--- src/rtl/lsu_mem_stage.sv ---
// Load/store stage: drives a req/ack data-memory port from the EX-stage address and returns extended load data.
// Optional build macro LSU_MISALIGN_TRAP_EN: misaligned accesses fault instead of being aligned down.
module lsu_mem_stage #(
    parameter int DATA_WIDTH = 32
) (
    input  logic                    clk,
    input  logic                    rst,
    input  logic                    ex_valid,
    input  logic                    ex_mem_read,
    input  logic                    ex_mem_write,
    input  logic [2:0]              ex_funct3,
    input  logic [DATA_WIDTH-1:0]   ex_addr,
    input  logic [DATA_WIDTH-1:0]   ex_store_data,
    input  logic [4:0]              ex_rd,
    output logic                    stall,
    output logic                    dmem_req,
    output logic                    dmem_we,
    output logic [3:0]              dmem_be,
    output logic [DATA_WIDTH-1:0]   dmem_addr,
    output logic [DATA_WIDTH-1:0]   dmem_wdata,
    input  logic                    dmem_ack,
    input  logic [DATA_WIDTH-1:0]   dmem_rdata,
    output logic                    wb_valid,
    output logic [4:0]              wb_rd,
    output logic [DATA_WIDTH-1:0]   wb_data,
    output logic                    misalign_fault
);

    typedef enum logic [1:0] {IDLE, BUSY, RESP} state_t;
    typedef enum logic [1:0] {SZ_BYTE, SZ_HALF, SZ_WORD} size_t;

    state_t                  r_state, w_next;
    size_t                   w_size, r_size;
    logic                    w_unsigned, r_unsigned;
    logic                    w_accept, w_misalign;
    logic [3:0]              w_be, r_be;
    logic [DATA_WIDTH-1:0]   w_wdata, r_wdata, r_addr;
    logic [DATA_WIDTH-1:0]   w_load_ext, r_wb_data;
    logic [1:0]              r_lane;
    logic [4:0]              r_rd, r_wb_rd;
    logic                    r_we, r_is_load, r_wb_valid;
    logic [7:0]              w_byte;
    logic [15:0]             w_half;

    // Size, byte-enable and lane-replicated store data for the instruction on the EX inputs
    always_comb begin
        w_size     = SZ_WORD;
        w_unsigned = 1'b0;
        w_be       = 4'b1111;
        w_wdata    = ex_store_data;
        case (ex_funct3)
            3'b000:  w_size = SZ_BYTE;
            3'b001:  w_size = SZ_HALF;
            3'b100:  begin w_size = SZ_BYTE; w_unsigned = 1'b1; end
            3'b101:  begin w_size = SZ_HALF; w_unsigned = 1'b1; end
            default: w_size = SZ_WORD;
        endcase
        case (w_size)
            SZ_BYTE: begin
                w_be    = 4'b0001 << ex_addr[1:0];
                w_wdata = {4{ex_store_data[7:0]}};
            end
            SZ_HALF: begin
                w_be    = 4'b0011 << {ex_addr[1], 1'b0};
                w_wdata = {2{ex_store_data[15:0]}};
            end
            default: begin
                w_be    = 4'b1111;
                w_wdata = ex_store_data;
            end
        endcase
    end

`ifdef LSU_MISALIGN_TRAP_EN
    assign w_misalign = ((w_size == SZ_HALF) && ex_addr[0]) ||
                        ((w_size == SZ_WORD) && (ex_addr[1:0] != 2'b00));
`else
    assign w_misalign = 1'b0;
`endif

    // rst gates accept so stall drops the moment reset asserts, even with an instruction still presented
    assign w_accept = !rst && (r_state == IDLE) && ex_valid && (ex_mem_read || ex_mem_write);
    assign stall    = w_accept || (r_state == BUSY);

    always_comb begin
        w_next = r_state;
        case (r_state)
            IDLE:    if (w_accept) w_next = w_misalign ? RESP : BUSY;
            BUSY:    if (dmem_ack) w_next = RESP;
            RESP:    w_next = IDLE;
            default: w_next = IDLE;
        endcase
    end

    // NOTE: sequential state uses non-blocking assignments so every flop samples pre-edge values.
    always_ff @(posedge clk or posedge rst) begin
        if (rst) r_state <= IDLE;
        else     r_state <= w_next;
    end

    always_ff @(posedge clk or posedge rst) begin
        if (rst) begin
            r_addr     <= '0;
            r_be       <= '0;
            r_wdata    <= '0;
            r_we       <= 1'b0;
            r_is_load  <= 1'b0;
            r_rd       <= '0;
            r_lane     <= '0;
            r_size     <= SZ_WORD;
            r_unsigned <= 1'b0;
        end else if (w_accept) begin
            r_addr     <= {ex_addr[DATA_WIDTH-1:2], 2'b00};
            r_be       <= w_be;
            r_wdata    <= w_wdata;
            r_we       <= ex_mem_write && !ex_mem_read;
            r_is_load  <= ex_mem_read;
            r_rd       <= ex_rd;
            r_lane     <= ex_addr[1:0];
            r_size     <= w_size;
            r_unsigned <= w_unsigned;
        end
    end

    // Lane select on the raw read word; misaligned halfwords fall back to addr[1] only
    always_comb begin
        w_byte     = dmem_rdata[{r_lane, 3'b000} +: 8];
        w_half     = r_lane[1] ? dmem_rdata[31:16] : dmem_rdata[15:0];
        w_load_ext = dmem_rdata;
        case (r_size)
            SZ_BYTE: w_load_ext = r_unsigned ? {24'b0, w_byte} : {{24{w_byte[7]}}, w_byte};
            SZ_HALF: w_load_ext = r_unsigned ? {16'b0, w_half} : {{16{w_half[15]}}, w_half};
            default: w_load_ext = dmem_rdata;
        endcase
    end

    always_ff @(posedge clk or posedge rst) begin
        if (rst) begin
            r_wb_valid <= 1'b0;
            r_wb_rd    <= '0;
            r_wb_data  <= '0;
        end else begin
            r_wb_valid <= 1'b0;
            if ((r_state == BUSY) && dmem_ack && r_is_load) begin
                r_wb_valid <= 1'b1;
                r_wb_rd    <= r_rd;
                r_wb_data  <= w_load_ext;
            end
        end
    end

`ifdef LSU_MISALIGN_TRAP_EN
    logic r_fault;
    always_ff @(posedge clk or posedge rst) begin
        if (rst) r_fault <= 1'b0;
        else     r_fault <= w_accept && w_misalign;
    end
    assign misalign_fault = r_fault;
`else
    assign misalign_fault = 1'b0;
`endif

    assign dmem_req   = (r_state == BUSY);
    assign dmem_we    = r_we && (r_state == BUSY);
    assign dmem_be    = r_be;
    assign dmem_addr  = r_addr;
    assign dmem_wdata = r_wdata;
    assign wb_valid   = r_wb_valid;
    assign wb_rd      = r_wb_rd;
    assign wb_data    = r_wb_data;

endmodule

--- config.mk ---
export PLATFORM = sky130hd
export DESIGN_NAME = lsu_mem_stage
export DESIGN_NICKNAME = d
export VERILOG_FILES = /design/src/rtl/lsu_mem_stage.sv
export SDC_FILE = /design/constraint.sdc
export NUM_CORES = 1
export LEC_CHECK = 0
export BUFFER_PORTS_ARGS = -buffer_cell sky130_fd_sc_hd__buf_2
export CAP_MARGIN = 30
export CORE_MARGIN = 1
export CORE_UTILIZATION = 40
export CTS_CLUSTER_DIAMETER = 30
export DETAILED_ROUTE_END_ITERATION = 12
export HOLD_SLACK_MARGIN = 0.12
export PLACE_DENSITY = 0.71
export SYNTH_ARGS = -nofsm -noshare
export SYNTH_HDL_FRONTEND = slang
export SYNTH_SLANG_ARGS = --single-unit
--- constraint.sdc ---
create_clock -name clk -period 3.5 [get_ports clk]
set_input_delay 0.175 -clock clk [delete_from_list [all_inputs] [get_ports clk]]
set_output_delay 0.175 -clock clk [all_outputs]
set_load 0.1 [all_outputs]
==> run_summary.xml <==
<?xml version="1.0" encoding="UTF-8"?>
<metrics>
  <group name="status">
    <metric name="run_status" unit="">finished, final reports clean</metric>
  </group>
  <group name="synthesis">
    <metric name="synth_cells" unit="">607</metric>
    <metric name="synth-edff-count" unit="">0</metric>
    <metric name="synth-main-ff-cell" unit="">dfrtp_1</metric>
    <metric name="yosys-top-cells-area" unit="">dfrtp_1, nand2_1, mux2i_1</metric>
    <metric name="yosysWarningCount" unit="">0</metric>
    <metric name="synth_top_cell_area_share" unit="">0.551</metric>
    <metric name="yosys.area.top_type" unit="">dfrtp_1</metric>
    <metric name="synthArstFlopShare" unit="">1.00</metric>
    <metric name="yosys_register_bits" unit="">118</metric>
    <metric name="syn_area" unit="µm²">5320</metric>
    <metric name="synth.distinct_cells" unit="">36</metric>
    <metric name="yosysSeqAreaShare" unit="">0.556</metric>
    <metric name="synth_area_per_cell" unit="µm²">8.76</metric>
  </group>
  <group name="power">
    <metric name="power_per_standard_cell_area" unit="nW/µm²">1030</metric>
    <metric name="worst_supply_voltage_drop_on_vdd" unit="mV">0.672</metric>
    <metric name="total_power" unit="µW">8380</metric>
    <metric name="power_leakage" unit="µW">0.00430</metric>
  </group>
  <group name="clock_tree">
    <metric name="htree_num_levels" unit="">4</metric>
    <metric name="cts_setup_buffers" unit="">0</metric>
    <metric name="clock_sink_count" unit="">118</metric>
    <metric name="cts-buffers-inserted" unit="">17</metric>
    <metric name="cts-root-to-sink-buffers" unit="">2</metric>
    <metric name="root_buffer" unit="">clkbuf_16</metric>
    <metric name="clock_pin_slew_of_the_registers_on_the_worst_case_setup_and_hold_paths" unit="ns">0.05</metric>
    <metric name="insertion_delay" unit="ns">0.42</metric>
    <metric name="clock_tree_from_tritoncts" unit="">yes</metric>
  </group>
  <group name="die">
    <metric name="floorplan.rows" unit="">41</metric>
    <metric name="fp.coreArea" unit="µm²">12800</metric>
    <metric name="initial_cell_density_of_the_core" unit="">0.416</metric>
    <metric name="floorplan.die.width" unit="µm">117</metric>
    <metric name="die_ar" unit="µm²">13800</metric>
    <metric name="die_h" unit="µm">117</metric>
    <metric name="pin_count" unit="">220</metric>
  </group>
  <group name="place">
    <metric name="portBuffers" unit="">216</metric>
    <metric name="place_hpwl" unit="mm">10.6</metric>
    <metric name="place_congestion" unit="">0.850</metric>
    <metric name="pre_cts_ws" unit="ns">1.39</metric>
  </group>
  <group name="cells_and_area">
    <metric name="final_cell_mix" unit="">nand2_1, buf_2, dfrtp_1</metric>
    <metric name="drive_gt1_frac" unit="">0.291</metric>
    <metric name="layout_overhead_on_the_synthesized_area" unit="%">52.6</metric>
    <metric name="finish.utilization" unit="">0.635</metric>
    <metric name="num-nets-final" unit="">1016</metric>
    <metric name="final_common_cell" unit="">nand2_1</metric>
    <metric name="antennaDiodeCount" unit="">0</metric>
  </group>
  <group name="detailed_routing">
    <metric name="drt-vias-per-instance" unit="">5.05</metric>
    <metric name="first_iter_violations" unit="">430</metric>
    <metric name="drt-total-wl" unit="mm">17.4</metric>
    <metric name="vias" unit="">5504</metric>
    <metric name="drt-pass1-iter-count" unit="">5</metric>
    <metric name="route.detailed.drc" unit="">0</metric>
    <metric name="route.detailed.wl_per_inst" unit="µm">16.0</metric>
    <metric name="ant_nets" unit="">0</metric>
  </group>
  <group name="hold_path">
    <metric name="worst_hold_startpoint" unit="">dmem_rdata[14]</metric>
    <metric name="timing.hold.worst.class" unit="">in2reg</metric>
  </group>
  <group name="global_routing">
    <metric name="globalRoute.totalOverflow" unit="">0</metric>
    <metric name="antenna_found_initial" unit="">0</metric>
    <metric name="grt_first_pass_wirelength" unit="mm">28.1</metric>
    <metric name="pin_count_of_the_biggest_net_entering_global_routing" unit="">76</metric>
    <metric name="vias_in_the_first_global_route" unit="">5572</metric>
    <metric name="grt.total_usage" unit="">0.261</metric>
  </group>
  <group name="sta">
    <metric name="unrepaired_setup_endpoints_after_global_routing" unit="">false</metric>
    <metric name="totalNegativeSetupSlack" unit="ns">0</metric>
    <metric name="final-hold-violation-count" unit="">0</metric>
    <metric name="timing.final.ws_setup" unit="ns">1.11</metric>
    <metric name="final.period_utilization" unit="">0.684</metric>
    <metric name="min_period" unit="ns">2.39</metric>
    <metric name="tightest_slew" unit="ns">0.972</metric>
    <metric name="max_slew_margin" unit="">0.352</metric>
    <metric name="worst_clock_skew" unit="ns">0.0119</metric>
    <metric name="setup_viol" unit="">0</metric>
    <metric name="max_clock_freq" unit="MHz">418</metric>
    <metric name="report.final.slew_viol_count" unit="">0</metric>
  </group>
  <group name="critical_path">
    <metric name="setup_crit_start" unit="">rst</metric>
    <metric name="critical_path.endpoint_type" unit="">output pin</metric>
    <metric name="timing.rr.start" unit="">r_state[0]</metric>
    <metric name="worst-path-max-fanout" unit="">34</metric>
    <metric name="worst-setup-path-type" unit="">in2out</metric>
    <metric name="worst_setup_path_start_kind" unit="">input port</metric>
    <metric name="worstPathArrival" unit="ns">2.22</metric>
    <metric name="required_time_at_the_worst_slack_endpoint" unit="ns">3.32</metric>
  </group>
  <group name="run">
    <metric name="maxCapViolCount" unit="">0</metric>
  </group>
</metrics>
cell usage after synthesis, drive strengths merged (7+ instances only):
library cell,instances
buf,15
nand2b,7
nor2,14
inv,14
o221a,7
clkbuf,27
o21ai,42
a21oi,35
dfrtp,117
mux2i,26
nor3,9
nand3,34
a31oi,9
nand2,228
timing repair:
item	in CTS	in global routing
resized for setup	0	0
hold endpoints to repair	144	0
hold buffers	97	0
area by class of cell:
type                       instances  area, µm²
clock inverter                     8        145
clock buffer                      23        488
fill                            1006       4660
inverter                          14       55.1
sequential                       118       2950
multi-input combinational        435       2140
timing repair buffer             320       2120
tap                              172        215
worst max-delay path: stages:
cell	delay, ns
dlygate4sd3_1	0.54
buf_2	0.15
nor4b_2	0.41
o21ai_4	0.34
nand2_1	0.16
buf_2	0.43
power breakdown:
part,switching [µW],internal [µW],leakage (µW)
clock,611,1260,0.000305
sequential,260,1800,0.00147
combinational,3750,692,0.00253
total,4620,3760,0.00430
path summary, 6_finish.rpt:
path / end / slack, ns / cells past startpoint
max: stall / 1.11 / 6
min: wb_data[14] / 0.16 / 5
max reg2reg: dmem_wdata[25] / 1.39 / 4
min reg2reg: wb_rd[3] / 0.46 / 2
max in group asynchronous: r_size[1] / 2.27 / 4
min in group asynchronous: r_is_load / 0.39 / 3
per-stage QoR:
stage | hold WS, ns | instance area, µm² | cells
6_report | 0.162 | 8120 | 1090
5_1_grt | 0.173 | 8120 | 1090
4_1_cts | 0.143 | 8120 | 1090
3_5_place_dp | 0.292 | 6510 | 962
3_3_place_gp | 0.293 | 6510 | 962
2_1_floorplan | 0.280 | 5330 | 609
cell families after synthesis:
family / synth area share
AO/OA/AOI/OAI: 0.105
buffers and inverters: 0.0456
flip-flops: 0.556
multiplexers: 0.0489
other: 0.000705
AND/OR/NAND/NOR: 0.244
layer usage:
metal	global-route usage	up-vias	wire (µm)
met5	0	-	0
met4	0.123	0	497
met3	0.0725	43	1490
met2	0.431	291	8360
met1	0.315	2578	7100
li1	-	2592	-
flip-flops by register name (all words and copies together), names as in the netlist:
| signal | cells |
|---|---|
| wb_valid | 1 |
| r_lane | 2 |
| dmem_addr | 30 |
| dmem_wdata | 32 |
| r_we | 1 |
| r_rd | 5 |
| dmem_be | 4 |
| r_size | 2 |
| wb_rd | 5 |
| r_state | 2 |
| r_is_load | 1 |
| r_unsigned | 1 |
| wb_data | 32 |
No activity file was read; power rests on OpenSTA's default activity.
